===== config.mk =====
export PLATFORM = sky130hd
export DESIGN_NAME = soc_bus_xbar
export DESIGN_NICKNAME = d
export VERILOG_FILES = /design/src/rtl/soc_bus_pkg.sv /design/src/rtl/soc_bus_decode.sv /design/src/rtl/soc_bus_xbar.sv
export SDC_FILE = /design/constraint.sdc
export NUM_CORES = 1
export LEC_CHECK = 0
export CORE_ASPECT_RATIO = 1.4
export CORE_MARGIN = 10
export CORE_UTILIZATION = 37
export DETAILED_ROUTE_END_ITERATION = 8
export PLACE_DENSITY = 0.76
export SYNTH_ARGS = -nofsm -noshare
export SYNTH_HDL_FRONTEND = slang
export SYNTH_SLANG_ARGS = --single-unit

===== constraint.sdc =====
create_clock -name clk -period 1.9 [get_ports clk]
set_clock_uncertainty 0.15 [all_clocks]
set_input_delay 0.475 -clock clk [delete_from_list [all_inputs] [get_ports clk]]
set_output_delay 0.475 -clock clk [all_outputs]
set_load 0.05 [all_outputs]

===== src/rtl/soc_bus_pkg.sv =====
// Shared types and helpers for the single-master SoC bus interconnect.
package soc_bus_pkg;

    typedef enum logic [1:0] {
        IDLE  = 2'd0,
        ISSUE = 2'd1,
        WAIT  = 2'd2,
        RESP  = 2'd3
    } bus_state_t;

    localparam logic [31:0] ERR_DATA_DEFAULT = 32'hDEAD_BEEF;

    // Timeout counter width; a disabled timeout still keeps a 1-bit counter.
    function automatic int unsigned cnt_width(input int unsigned timeout);
        return (timeout == 0) ? 1 : int'($clog2(timeout + 1));
    endfunction

    // Slave-select width; a single slave still gets a 1-bit select.
    function automatic int unsigned sel_width(input int unsigned nslv);
        return (nslv > 1) ? int'($clog2(nslv)) : 1;
    endfunction

endpackage


===== src/rtl/soc_bus_decode.sv =====
// Priority address decoder: lowest-index matching window wins.
module soc_bus_decode
    import soc_bus_pkg::*;
#(
    parameter int unsigned          NSLV     = 2,
    parameter int unsigned          AW       = 32,
    parameter logic [NSLV*AW-1:0]   SLV_BASE = {32'h0000_1000, 32'h0000_0000},
    parameter logic [NSLV*AW-1:0]   SLV_MASK = {32'hFFFF_F000, 32'hFFFF_F000}
) (
    input  logic [AW-1:0]                 addr,
    output logic                          hit,
    output logic [sel_width(NSLV)-1:0]    sel
);

    localparam int unsigned SW = sel_width(NSLV);

    // Scan windows upward; the first hit locks out later (higher) indices.
    always_comb begin
        hit = 1'b0;
        sel = '0;
        for (int unsigned i = 0; i < NSLV; i++) begin
            if (!hit && ((addr & SLV_MASK[i*AW +: AW]) == SLV_BASE[i*AW +: AW])) begin
                hit = 1'b1;
                sel = SW'(i);
            end
        end
    end

endmodule


===== src/rtl/soc_bus_xbar.sv =====
// Single-master to NSLV-slave bus interconnect with address windows,
// unmapped-address error, slave-hang timeout and a one-cycle done pulse.
module soc_bus_xbar
    import soc_bus_pkg::*;
#(
    parameter int unsigned          NSLV     = 2,
    parameter int unsigned          AW       = 32,
    parameter int unsigned          DW       = 32,
    parameter logic [NSLV*AW-1:0]   SLV_BASE = {32'h0000_1000, 32'h0000_0000},
    parameter logic [NSLV*AW-1:0]   SLV_MASK = {32'hFFFF_F000, 32'hFFFF_F000},
    parameter int unsigned          TIMEOUT  = 255,
    parameter logic [DW-1:0]        ERR_DATA = DW'(ERR_DATA_DEFAULT)
) (
    input  logic                 clk,
    input  logic                 reset_n,
    input  logic [AW-1:0]        m_addr,
    input  logic                 m_rw,
    input  logic [DW-1:0]        m_dwrite,
    input  logic                 m_valid,
    output logic [DW-1:0]        m_dread,
    output logic                 m_done,
    output logic                 m_err,
    output logic                 busy,
    output logic [AW-1:0]        s_addr,
    output logic                 s_rw,
    output logic [DW-1:0]        s_dwrite,
    output logic [NSLV-1:0]      s_valid,
    input  logic [NSLV*DW-1:0]   s_dread,
    input  logic [NSLV-1:0]      s_done
);

    localparam int unsigned     SW      = sel_width(NSLV);
    localparam int unsigned     CW      = cnt_width(TIMEOUT);
    localparam bit              TO_EN   = (TIMEOUT != 0);
    localparam logic [CW-1:0]   TO_LAST = CW'((TIMEOUT == 0) ? 0 : TIMEOUT - 1);

    bus_state_t      state, state_next;
    logic            dec_hit;
    logic [SW-1:0]   dec_sel;
    logic            hit_q;
    logic [SW-1:0]   sel_q;
    logic            err_q;
    logic [DW-1:0]   data_q;
    logic [CW-1:0]   cnt;
    logic            sel_done;
    logic [DW-1:0]   sel_rdata;
    logic            timeout_hit;

    soc_bus_decode #(
        .NSLV     (NSLV),
        .AW       (AW),
        .SLV_BASE (SLV_BASE),
        .SLV_MASK (SLV_MASK)
    ) u_decode (
        .addr (m_addr),
        .hit  (dec_hit),
        .sel  (dec_sel)
    );

    // Selected slave's response and the timeout condition.
    always_comb begin
        sel_done    = s_done[sel_q];
        sel_rdata   = s_dread[int'(sel_q)*DW +: DW];
        timeout_hit = TO_EN && (cnt == TO_LAST);
    end

    // State register.
    always_ff @(posedge clk) begin
        if (!reset_n) begin
            state <= IDLE;
        end else begin
            state <= state_next;
        end
    end

    // Next-state logic; completion wins over timeout in the same cycle.
    always_comb begin
        state_next = state;
        case (state)
            IDLE:    if (m_valid) state_next = ISSUE;
            ISSUE:   state_next = hit_q ? WAIT : RESP;
            WAIT:    if (sel_done || timeout_hit) state_next = RESP;
            RESP:    state_next = IDLE;
            default: state_next = IDLE;
        endcase
    end

    // Request latch, timeout counter and response capture.
    always_ff @(posedge clk) begin
        if (!reset_n) begin
            s_addr   <= '0;
            s_rw     <= 1'b0;
            s_dwrite <= '0;
            hit_q    <= 1'b0;
            sel_q    <= '0;
            err_q    <= 1'b0;
            data_q   <= '0;
            cnt      <= '0;
        end else begin
            case (state)
                IDLE: begin
                    if (m_valid) begin
                        s_addr   <= m_addr;
                        s_rw     <= m_rw;
                        s_dwrite <= m_dwrite;
                        hit_q    <= dec_hit;
                        sel_q    <= dec_sel;
                    end
                end
                ISSUE: begin
                    cnt <= '0;
                    if (!hit_q) begin
                        err_q  <= 1'b1;
                        data_q <= s_rw ? '0 : ERR_DATA;
                    end
                end
                WAIT: begin
                    if (sel_done) begin
                        err_q  <= 1'b0;
                        data_q <= s_rw ? '0 : sel_rdata;
                    end else if (timeout_hit) begin
                        err_q  <= 1'b1;
                        data_q <= s_rw ? '0 : ERR_DATA;
                    end else if (cnt != '1) begin
                        cnt <= cnt + 1'b1;
                    end
                end
                default: ;
            endcase
        end
    end

    // Outputs decoded from state; m_dread simply holds the last response.
    always_comb begin
        busy    = (state != IDLE);
        m_done  = (state == RESP);
        m_err   = (state == RESP) && err_q;
        m_dread = data_q;
        s_valid = '0;
        if (state == ISSUE && hit_q) s_valid[sel_q] = 1'b1;
    end

endmodule

### Word level (Yosys, flattened, before mapping)

Index checks and enable logic that the tools add are counted.
Widths: inputs -> output; s select.

* add/sub/neg operators: 1
* $lt $le $gt $ge: 2
* equality and inequality tests: 13
* shift-type cells: 1
* mux-type cells: 26
* reductions and logical operators: 14

Operators by type and width (number)
* $mux 32: 5
* $pmux 32 s2: 1
* $shiftx 64x7->32: 1
* $logic_not 32->1: 1
* $mux 8: 3
* $eq 20x1->1 const B: 1
* $pmux 8 s2: 1
* $ne 2x2->1 const B: 6
* $mux 1: 10
* $add 8x1->8 const B: 1
* $eq 8x8->1 const B: 1
* $ne 8x8->1 const B: 1
* $pmux 2 s4: 1
* $mux 2: 3
* $eq 2x2->1 const B: 2
* $logic_and 1x1->1: 4
* $reduce_and 2->1: 2
* $reduce_and 4->1: 1
* $reduce_bool 2->1: 2
* $ne 3x3->1 const B: 1
* $reduce_and 3->1: 1
* $eq 2x1->1 const B: 1
* $logic_not 2->1: 1
* $lt 1x2->1 const B: 1
* other kinds (5): 5

* flip-flop bits (word level): 110
* bits of input ports: 134
* output and inout port bits: 102
* word-level logic and storage cells: 66

### Depth between registers and ports, before layout

Gate-level depths: netlist of the first run.

* depth in word-level cells: 5
* mapped depth: 9
* depth with buffers taken out: 6

### Hierarchy

From an unflattened synthesis of the first run, not the netlist that was laid out.

* cell total of the unflattened synthesis: 551
* area total of the unflattened synthesis: 4823.4 µm²

By module, submodules not included
* soc_bus_xbar: times used 1, cells an instance 540, area each 4763.3 µm², seq. area each 2202.1 µm²
* soc_bus_decode: times used 1, cells an instance 11, area each 60.1 µm², seq. area each 0.0 µm²

### Worst setup path after synthesis of the first run

OpenSTA, ideal clock, no wires.

* path kind: flip-flop to output port
* start point: register sel_q
* end point: output port s_valid[0]
* arrival: 1.542 ns
* data required time: 1.275 ns
* path slack: -0.267 ns
* stages on the path, launching flop included: 5
* path buffers: 3
* cells stage by stage: dfxtp_1 -> buf_2 -> clkbuf_1 -> buf_1 -> nor2b_1

* word-level cells in the longest chain between the ends: 5
* elaborated cells on any way between the ends: 6
* those cells by class: order compare (2); mux (3); reduce/logical (1)

Ends and longest elaborated chain
* start: declaration: line soc_bus_xbar.sv:41 `logic [SW-1:0] sel_q;`
* start signal: assignment: line soc_bus_xbar.sv:107 `sel_q <= dec_sel;`
* $lt 1x2->1 (not written as such) or $ge 1x1->1 (tied branches): line soc_bus_xbar.sv:140 `if (state == ISSUE && hit_q) s_valid[sel_q] = 1'b1;`
* $logic_and 1x1->1 (not written as such): line soc_bus_xbar.sv:140
* $mux 1 (not written as such): line soc_bus_xbar.sv:140
* $demux 1 s1 (*): line soc_bus_xbar.sv:140
* $mux 2 (*): line soc_bus_xbar.sv:140
* end: declaration: line soc_bus_xbar.sv:27 `output logic [NSLV-1:0] s_valid,`

Mark *: on every way between the ends. The rest lies on a longest branch, timed or not.

### Worst setup path after layout of the first run

* start point: register state[1]
* end point: output port s_valid[0]

* word-level cells in the longest chain between the ends: 3

Ends and longest elaborated chain
* start: declaration: line soc_bus_xbar.sv:37 `bus_state_t state, state_next;`
* start signal: assignment: line soc_bus_xbar.sv:72 `state <= state_next;`
* $eq 2x1->1: line soc_bus_xbar.sv:140
* $logic_and 1x1->1: line soc_bus_xbar.sv:140
* $mux 2: line soc_bus_xbar.sv:140

Every way passes these cells.

==> summary.md, run 1 <==
| Metric | Value |
|---|---|
| Max-slew violations | 0 |
| Final setup fails | 2 |
| Worst vdd ir | 624 uV |
| Final worst-path cycle share | 103% |
| CP Data Arrival Time | 1330 ps |
| Final wirelength | 17.5 mm |
| DP Area | roughly 7600 um^2 |
| WHS | 306 ps |
| Worst-path clk slew | 70 ps |
| Max Clock Freq | 512 MHz |
| Drt first pass iters | 4 |
| Worst slack, placed | -412 ps |
| Reg2Reg Capture Point | cnt[7] |
| Number of routed nets with antenna violations | 0 |
| Vias per cell | a little over 5 |
| Combinational Power Share | 49.5% |
| Relative slew slack | 73.2% |
| Wire length per cell | 17.7 um |
| Synth unique cells | 38 |
| Seq pwr share | 31.8% |
| Commonest non-fill, non-tap cell in the layout | nand2_1 |
| Hold Crit Depth | 2 |
| Drt drc | 0 |
| Port bufs | 235 |
| H-Tree Depth | 3 |
| Clock Power Share | 18.7% |
| Dpl cells | ~970 |
| Final hold viol count | 0 |
| Yosys top cell area share | 44.1% |
| Avg Synthesized Cell Area | 8.81 um^2 |
| CP Launch Type | flip-flop |
| Initial cell density of the core | 37.5% |
| Clock latency on the worst-skew pair | 330 ps |
| RSZ-0062 raised after global routing | true |
| Critical Path RT | 1270 ps |
| Status | finished with violations |
| Number of diodes | 0 |
| Post-Synthesis Cells | approximately 570 |
| Final min period | 1950 ps |
| Worst setup path start | state[1] |
| Leading cell types in the layout, fill and taps excluded | nand2_1 (146), clkdlybuf4s50_1 (130), buf_4 (119) |
| Largest net degree at the start of global routing | 52 |
| Syn Nets | 708 |
| Gr usage total | 17.8% |
| Worst r2r src | cnt[0] |
| Vias in the first global route | 5263 |
| Worst Hold Class | reg2reg |
| Post-Layout Cell Count | 992 |
| Setup CP Type | reg2out |
| Rows | 50 |
| FF-to-FF setup slack | 20 ps |
| Die Wd | 118 um |
| Leakage | roughly 3.2 nW |
| Min-delay src | err_q |
| Sequential-to-total area share from yosys stat | 44.1% |
| Filler instances | 1154 |
| Max cap viols | 0 |
| Post-synth EDFFs | 0 |
| Failing checks | negative setup slack |
| Ratio of cells with drive above 1 in the final layout | ~27% |
| Core Area | between 10000 and 15000 um^2 |
| Post-route cell area | 8130 um^2 |
| P_int | 5.49 mW |
| Psw | ~4.1 mW |
| Largest cells by area after synthesis | dfxtp_1 (44%), nand2_1 (11%), a21boi_0 (9.8%) |
| CTS Buffer Depth | 2 |
| DR iter-0 viols | approximately 190 |
| Final nets | around 950 |
| Clock Sinks | 110 |
| Routed vias | 4991 |
| Endpoint, Worst Hold | err_q |
| Placer Congestion | around 0.76 |
| Num CTS Buffers | 9 |
| Die Y | 157 um |
| Top_reg_cell synth | dfxtp_1 |
| Synth-to-Final Area Change | 62.8% |
| CTS Root Buffer Type | clkbuf_16 |
| Sw frac | 43.0% |
| Critical path fanouts, max | 4 |
| Power density over cell area | 1190 nW/um^2 |
| DP HPWL | approximately 13 mm |
| Ports | ~240 |
| Tot Pwr | just under 10 mW |
| Synth Register Bits | 110 |
| CTS tree | yes |
| Final worst setup slack | -52.2 ps |
| Die Area | 18600 um^2 |
| Reg2Reg Depth | 6 |
| Critical path capture point type | output pin |
| Worst slew pin tran | 400 ps |
| Total gr overflow | 0 |
| Synthesis Warnings | 0 |
| Initial antenna violation count | 1 |
| Area leader, netlist | dfxtp_1 |
| Mapped cell area | 4990 um^2 |
| First-pass GRT wire length | 27.2 mm |
| Synth async-reset ratio | 0% |
-- how the worst max path moves through the flow --
stage,end,slack (ps),cells past startpoint
global route,s_valid[0],-100,5
global placement,cnt[5],-350,6
detailed placement,cnt[5],-410,6
floorplan,cnt[5],3,6
finish,s_valid[0],-50,5
CTS,s_valid[0],-80,5
-- timing repair --
action	CTS	global route
hold buffers	0	0
buffers inserted	3	5
pin swaps	6	3
hold endpoints to repair	0	0
cloned	2	0
endpoints found under the setup margin	25	34
gates resized for setup	17	16
-- synthesized netlist by cell type (2+ instances only) --
cell / count
o31ai_2: 21
nor4_1: 4
nor2_1: 3
nand3_1: 13
a21oi_1: 6
o211a_1: 2
and2_1: 5
or3_1: 3
ha_1: 7
buf_1: 5
nor2b_1: 26
mux2_2: 8
dfxtp_1: 110
o21ai_0: 6
mux2i_1: 9
a21boi_0: 65
buf_6: 5
nand2b_1: 5
clkbuf_1: 38
o211ai_1: 26
inv_1: 6
or4_1: 2
nand2_1: 147
a211oi_1: 24
and3_1: 2
o31ai_1: 7
-- through the flow --
step	setup TNS (ps)	util, %
5_1_grt	-273	61.0
6_report	-97.7	61.0
3_5_place_dp	-11660	57.0
3_3_place_gp	-9640	57.0
4_1_cts	-215	60.1
2_1_floorplan	0	-
-- critical path: stages (launching register included) --
cell	delay, ps
dfxtp_4	360
inv_4	60
ha_4	130
and2_4	150
nor2b_4	150
buf_12	140
-- cells by family after synthesis --
family	after synthesis	synth area share, %
simple gates	215	19.3
flops	110	44.1
xor+xnor	2	0.351
mux	18	3.88
fa+ha+maj	7	1.75
buf+inv	55	4.91
compound gates	160	25.7
-- sequential cells by signal, indices dropped and copies added (netlist names) --
signal / count
cnt: 8
err_q: 1
hit_q: 1
m_dread: 32
s_addr: 32
s_dwrite: 32
s_rw: 1
sel_q: 1
state: 2
-- power groups by stage --
stage,registers [mW],clock network [mW],logic [mW]
floorplan,4.55,0,1.46
global placement,3.08,0,4.55
detailed placement,3.11,0,4.63
CTS,3.07,1.86,4.70
global route,3.12,1.93,5.05
finish,3.07,1.80,4.77
-- area by class of cell --
class	count	area [um^2]	area share (%)
Inverter	6	25.0	0.308
Tap cell	182	228	2.80
Sequential cell	110	2220	27.3
Multi-Input combinational cell	402	2670	32.8
Timing Repair Buffer	276	2710	33.3
Clock inverter	5	43.8	0.539
Clock buffer	11	243	2.99
-- layer usage --
layer / vias to the layer above / GRT usage [%] / routed length [um]
met3: 22 / 8.43 / 1800
met5: - / 0 / 0
met1: 2334 / 17.5 / 6140
met2: 189 / 31.7 / 9170
li1: 2446 / - / -
met4: 0 / 7.32 / 417
(Power assumes the default switching activity.)
==> inputs of run 2 (changes only) <==
--- a/config.mk
+++ b/config.mk
@@ -7,9 +7,8 @@
 export LEC_CHECK = 0
 export CORE_ASPECT_RATIO = 1.4
 export CORE_MARGIN = 10
-export CORE_UTILIZATION = 37
+export CORE_UTILIZATION = 25
 export DETAILED_ROUTE_END_ITERATION = 8
-export PLACE_DENSITY = 0.76
 export SYNTH_ARGS = -nofsm -noshare
 export SYNTH_HDL_FRONTEND = slang
 export SYNTH_SLANG_ARGS = --single-unit
==> run 2 against run 1 <==
  * The run still ends with negative setup slack left
  * Sequential cell count unchanged
  * Clock power is 3% higher
  * Final cell count is 7.5% higher
  * Worst setup slack improved by 3.9 ps
  * Routed wire length up 1.1%
  * Largest cell class is now multi-input combinational cells
==> summary.md, run 2 (synthesis gave the netlist of run 1 again) <==
| Metric | Value |
|---|---|
| First-pass GRT wire length | 27.9 mm (was 27.2 mm) |
| Worst Hold Class | reg2reg (unchanged) |
| WHS | 293 ps (was 306 ps) |
| Vias per cell | 4.55 (was 5.03) |
| Crit path buffers/inverters | 2 (unchanged) |
| Vias in the first global route | 5017 (was 5263) |
| Final nets | 950 (was 946) |
| Post-route cell area | 8150 um^2 (was 8130 um^2) |
| Drt first pass iters | 4 (unchanged) |
| Final worst setup slack | -48.3 ps (was -52.2 ps) |
| Num CTS Buffers | 9 (unchanged) |
| DP HPWL | 13.4 mm (was 13.3 mm) |
| Largest delay share family, worst path | flip-flops (unchanged) |
| CP Data Arrival Time | 1320 ps (was 1330 ps) |
| CTS Root Buffer Type | clkbuf_16 (unchanged) |
| DR iter-0 viols | 131 (was 188) |
| Number of routed nets with antenna violations | 0 (unchanged) |
| Tot Pwr | 9.66 mW (was 9.64 mW) |
| Hold Buf Count CTS | 0 (unchanged) |
| Clock Sinks | 110 (unchanged) |
| Crit-path slowest cell | dfxtp_2 (was dfxtp_4) |
| CTS Buffer Depth | 2 (unchanged) |
| Gr usage total | 13.0% (was 17.8%) |
| Worst vdd ir | 568 uV (was 624 uV) |
| Worst slew pin tran | 361 ps (was 400 ps) |
| Setup CP Type | reg2out (unchanged) |
| Final wirelength | 17.7 mm (was 17.5 mm) |
| Die Area | 26100 um^2 (was 18600 um^2) |
| Initial cell density of the core | 25.3% (was 37.5%) |
| Max-slew violations | 0 (unchanged) |
| Sw frac | 43.2% (was 43.0%) |
| Seq pwr share | 31.6% (was 31.8%) |
| Final min period | 1950 ps (about the same) |
| Max cap viols | 0 (unchanged) |
| CP Launch Type | flip-flop (unchanged) |
| Die Y | 187 um (was 157 um) |
| Placer Congestion | 0.777 (was 0.758) |
| Routed vias | 4847 (was 4991) |
| Final hold viol count | 0 (unchanged) |
| Combinational Power Share | 49.1% (was 49.5%) |
| Final setup fails | 3 (was 2) |
| Final worst-path cycle share | 103% (about the same) |
| Critical Path RT | 1270 ps (about the same) |
| Status | finished with violations (unchanged) |
| Leakage | 3.17 nW (was 3.19 nW) |
| Leading cell types in the layout, fill and taps excluded | nand2_1 (146), clkdlybuf4s50_1 (132), buf_4 (130) (was nand2_1 (146), clkdlybuf4s50_1 (130), buf_4 (119)) |
| Worst-path clk slew | 70 ps (about the same) |
| Critical path capture point type | output pin (unchanged) |
| Failing checks | negative setup slack (unchanged) |
| Synth-to-Final Area Change | 63.1% (was 62.8%) |
| DP Area | 7720 um^2 (was 7590 um^2) |
| Max Clock Freq | 513 MHz (was 512 MHz) |
| Core Area | 19800 um^2 (was 13300 um^2) |
| Commonest non-fill, non-tap cell in the layout | nand2_1 (unchanged) |
| Ports | 236 (unchanged) |
| CP cell instances | inv_2 > ha_4 > and2_4 > nor2b_4 > buf_12 (was inv_4 > ha_4 > and2_4 > nor2b_4 > buf_12) |
| Critical path fanouts, max | 3 (was 4) |
| Filler instances | 2000 (was 1154) |
| Clock Power Share | 19.3% (was 18.7%) |
| Largest net degree at the start of global routing | 54 (was 52) |
| Drt drc | 0 (unchanged) |
| Power density over cell area | 1190 nW/um^2 (about the same) |
| Total gr overflow | 0 (unchanged) |
| Wire length per cell | 16.6 um (was 17.7 um) |
| H-Tree Depth | 3 (unchanged) |
| P_int | 5.49 mW (about the same) |
| Ratio of cells with drive above 1 in the final layout | 26.9% (about the same) |
| Psw | 4.17 mW (was 4.15 mW) |
| Initial antenna violation count | 0 (was 1) |
| RSZ-0062 raised after global routing | true (unchanged) |
| Die Wd | 139 um (was 118 um) |
| Rows | 61 (was 50) |
| CTS tree | yes (unchanged) |
| Slowest cell delay on critical path | 350 ps (was 360 ps) |
| Number of diodes | 0 (unchanged) |
| Relative slew slack | 75.9% (was 73.2%) |
| Clock latency on the worst-skew pair | 350 ps (was 330 ps) |
| Port bufs | 235 (unchanged) |
-- run 2: final cells by class --
type                    instances  area, um^2  share of cell area [%]
clock inverters                 6        53.8                   0.661
flip-flops and latches        110        2210                    27.1
repair buffers                280        2650                    32.5
clock buffers                  10         239                    2.93
well taps                     252         315                    3.87
multi-input cells             402        2660                    32.6
inverters                       6        22.5                   0.276
-- run 2: worst register-to-register path: stages (launching register included) --
cell and delay, ps:
dfxtp_2 350, ha_1 200, o211ai_1 230, o211ai_1 190, or4_1 500, a21oi_1 140
-- run 2: path summary, 6_finish.rpt --
kind / cells past startpoint / slack, ps / startpoint / end
max reg2reg: 5 / 70 / cnt[1] / cnt[7]
min: 2 / 290 / err_q / err_q
max: 5 / -50 / state[1] / s_valid[0]
min reg2reg: 2 / 290 / err_q / err_q
-- run 2: what timing repair did --
action | CTS | global route
endpoints found under the setup margin | 7 | 17
gates resized for setup | 18 | 6
pin swaps | 3 | 3
buffers inserted | 3 | 1
-- run 2: routing by layer --
layer  global-route usage, %  vias to the layer above  routed length (um)
met3                    6.00                       16                1770
met1                    14.5                     2233                7180
li1                        -                     2443                   -
met4                    3.90                        0                 182
met5                       0                        -                   0
met2                    21.7                      155                8590
-- run 2: stage by stage --
step / worst slack, ps / instances / utilization (%) / TNS (ps)
2_1_floorplan: 2.87 / 567 / - / 0
3_3_place_gp: -385 / 1046 / 39.1 / -12320
3_5_place_dp: -376 / 1046 / 39.1 / -13450
4_1_cts: -72.8 / 1065 / 41.0 / -201
5_1_grt: -119 / 1066 / 41.2 / -624
6_report: -48.3 / 1066 / 41.2 / -120
-- run 2: power by group through the flow --
stage               combinational (mW)  sequential, mW  clock [mW]
floorplan                         1.46            4.55           0
global placement                  4.68            3.07           0
detailed placement                4.69            3.09           0
CTS                               4.79            3.05        1.96
global route                      5.06            3.11        2.04
finish                            4.75            3.05        1.86
==> patch: new RTL, config.mk and constraints of run 1 <==
The parameter `TIMEOUT` goes from 255 to 510.
--- a/src/rtl/soc_bus_xbar.sv
+++ b/src/rtl/soc_bus_xbar.sv
@@ -8,7 +8,7 @@
     parameter int unsigned          DW       = 32,
     parameter logic [NSLV*AW-1:0]   SLV_BASE = {32'h0000_1000, 32'h0000_0000},
     parameter logic [NSLV*AW-1:0]   SLV_MASK = {32'hFFFF_F000, 32'hFFFF_F000},
-    parameter int unsigned          TIMEOUT  = 255,
+    parameter int unsigned          TIMEOUT  = 510,
     parameter logic [DW-1:0]        ERR_DATA = DW'(ERR_DATA_DEFAULT)
 ) (
     input  logic                 clk,
Check against the original RTL: no difference found for any inputs over 4 cycles, from zero or initial values and one cycle with reset_n low; that may be too few to reach the edited logic, so the function may still have changed.
==> patch against run 1 <==
Routed wire length up 4.9%. Final area increased by 1.1%. Largest power group unchanged. Synthesized area is 1.7% lower. Critical endpoint is now cnt[7]. Worst setup slack lost 71 ps. Sequential power grew 2%. The run still ends with setup timing left. Sequential cell count grew 1. First-iteration DRC count up 43%. Power grew 13%. Fmax fell by 3.5%. Sequential share of layout area decreased by 0.055 points. Combinational power rose by 22%. Clock power grew 8%. Hold slack worse by 23 ps.
==> patch: results (changes against run 1) <==
| Metric | Value |
|---|---|
| Outcome | complete, but fails checks |
| Violated checks | setup timing |
| Met3 WL | 1.64 mm (-8.9%) |
| Pin count of the biggest net entering global routing | 66 (+27%) |
| Final setup margin | -123 ps (-70.7 ps) |
| Total GRT Usage | 18.9% (+1.0 points) |
| Slew HR | 68.8% (-4.4 points) |
| Reg2reg start | cnt[1] |
| DP HPWL | 13.5 mm (+1.3%) |
| HP Class | input pin to register |
| Most common library cells after synthesis | 168 x nand2_1, 111 x dfxtp_1, 78 x a21oi_1 |
| Setup-failing EPs final | 41 (+39) |
| Post-synth ARST share | 0% (unchanged) |
| Area after DPL | 7520 um^2 (-0.97%) |
| CP top delay family | simple AND/OR/NAND/NOR gates |
| Drt total wl | 18.4 mm (+4.9%) |
| Met2 routed WL | 9.65 mm (+5.2%) |
| Hold path start | m_addr[21] |
| Register area share after synthesis | 45.3% (+1.2 points) |
| Final estimated routing congestion in global placement | 0.834 (+10%) |
| Switching Fraction | 44.3% (+1.3 points) |
| Hold path endpoint | s_addr[21] |
| Cell total after placement | 1012 (+4.8%) |
| Top sig layer | met4 |
| Peak supply drop | 868 uV (+39%) |
| Synth unique cells | 40 (+5.3%) |
| DR pass1 iterations | 5 (+1) |
| CP max-delay cell | or4_4 |
| Worst-skew pair later-pin latency | 350 ps (+20 ps) |
| Vias | 5378 (+7.8%) |
| WHS Path Cells | 3 (+1) |
| Post-synth net total | 750 (+5.9%) |
| R2R depth | 8 (+2) |
| First DRT Iteration DRCs | 269 (+43%) |
| Ratio of cells with drive above 1 in the final layout | 27.0% (+0.067 points) |
| CP max stage delay | 490 ps (+130 ps) |
| First-pass GRT wire length | 28.5 mm (+4.5%) |
| Initial antenna violation count | 0 (-1) |
| Fin cells | 1049 (+5.7%) |
| M1 WL | 6.75 mm (+9.9%) |
| P_leak | 3.19 nW (about the same) |
-- patch: routing by layer --
metal / GRT usage (%) / up-vias
met5: 0 / -
met4: 5.98 / 0
li1: - / 2631
met3: 7.53 / 24
met2: 34.2 / 210
met1: 19.6 / 2513
-- patch: worst max path at each step --
stage                     startpoint        to  slack, ps
after floorplan               cnt[0]    cnt[7]       -160
after global placement     s_done[0]    cnt[7]       -380
after detailed placement   s_done[0]  state[0]       -380
after CTS                     cnt[1]    cnt[7]       -100
after global routing          cnt[1]    cnt[7]       -190
final                         cnt[1]    cnt[7]       -120
-- patch: power groups by stage --
stage                     Clock [W]  Combinational (W)  Sequential [W]
after detailed placement          0            0.00532         0.00313
after floorplan                   0            0.00203         0.00459
final                       0.00194            0.00582         0.00312
after CTS                   0.00196            0.00572         0.00312
after global placement            0            0.00521         0.00311
after global routing        0.00208            0.00619         0.00318
-- patch: logic make-up after synthesis --
| logic type | after synthesis | synth area share (%) |
|---|---|---|
| simple gates | 237 | 21.2 |
| fa+ha+maj | 8 | 2.04 |
| buf+inv | 62 | 5.56 |
| mux | 41 | 8.67 |
| flops | 111 | 45.3 |
| compound gates | 149 | 17.2 |
-- patch: metrics by stage --
stage	setup TNS, ps	util, %	total power, W	hold slack, ps	worst slack (ps)
final	-1570	63.5	0.0109	283	-123
after global routing	-4570	63.5	0.0114	276	-185
after CTS	-186	62.7	0.0108	302	-96.2
after detailed placement	-15100	58.1	0.00845	292	-384
after global placement	-12740	58.1	0.00831	288	-382
after floorplan	-230	-	0.00662	308	-158
-- patch: what timing repair did --
item                                    4_1_cts  5_1_grt
endpoints found under the setup margin       37       49
pin swaps                                    11        6
gates resized for setup                      40       18
setup buffers                                17        4
endpoints found under the hold margin         0        0
gates cloned                                  2        0
-- patch: area by class of cell --
class                   instances  area [um^2]
clock buffers                  10          229
clock inverters                 6         68.8
fillers                      1055         4720
inverters                       9         45.0
multi-input cells             435         2620
flip-flops and latches        111         2240
well taps                     178          223
repair buffers                300         2800
-- patch: worst min-delay path: stages --
cell	delay (ps)
dlymetal6s2s_1	150
nand2_1	70
a21oi_1	50
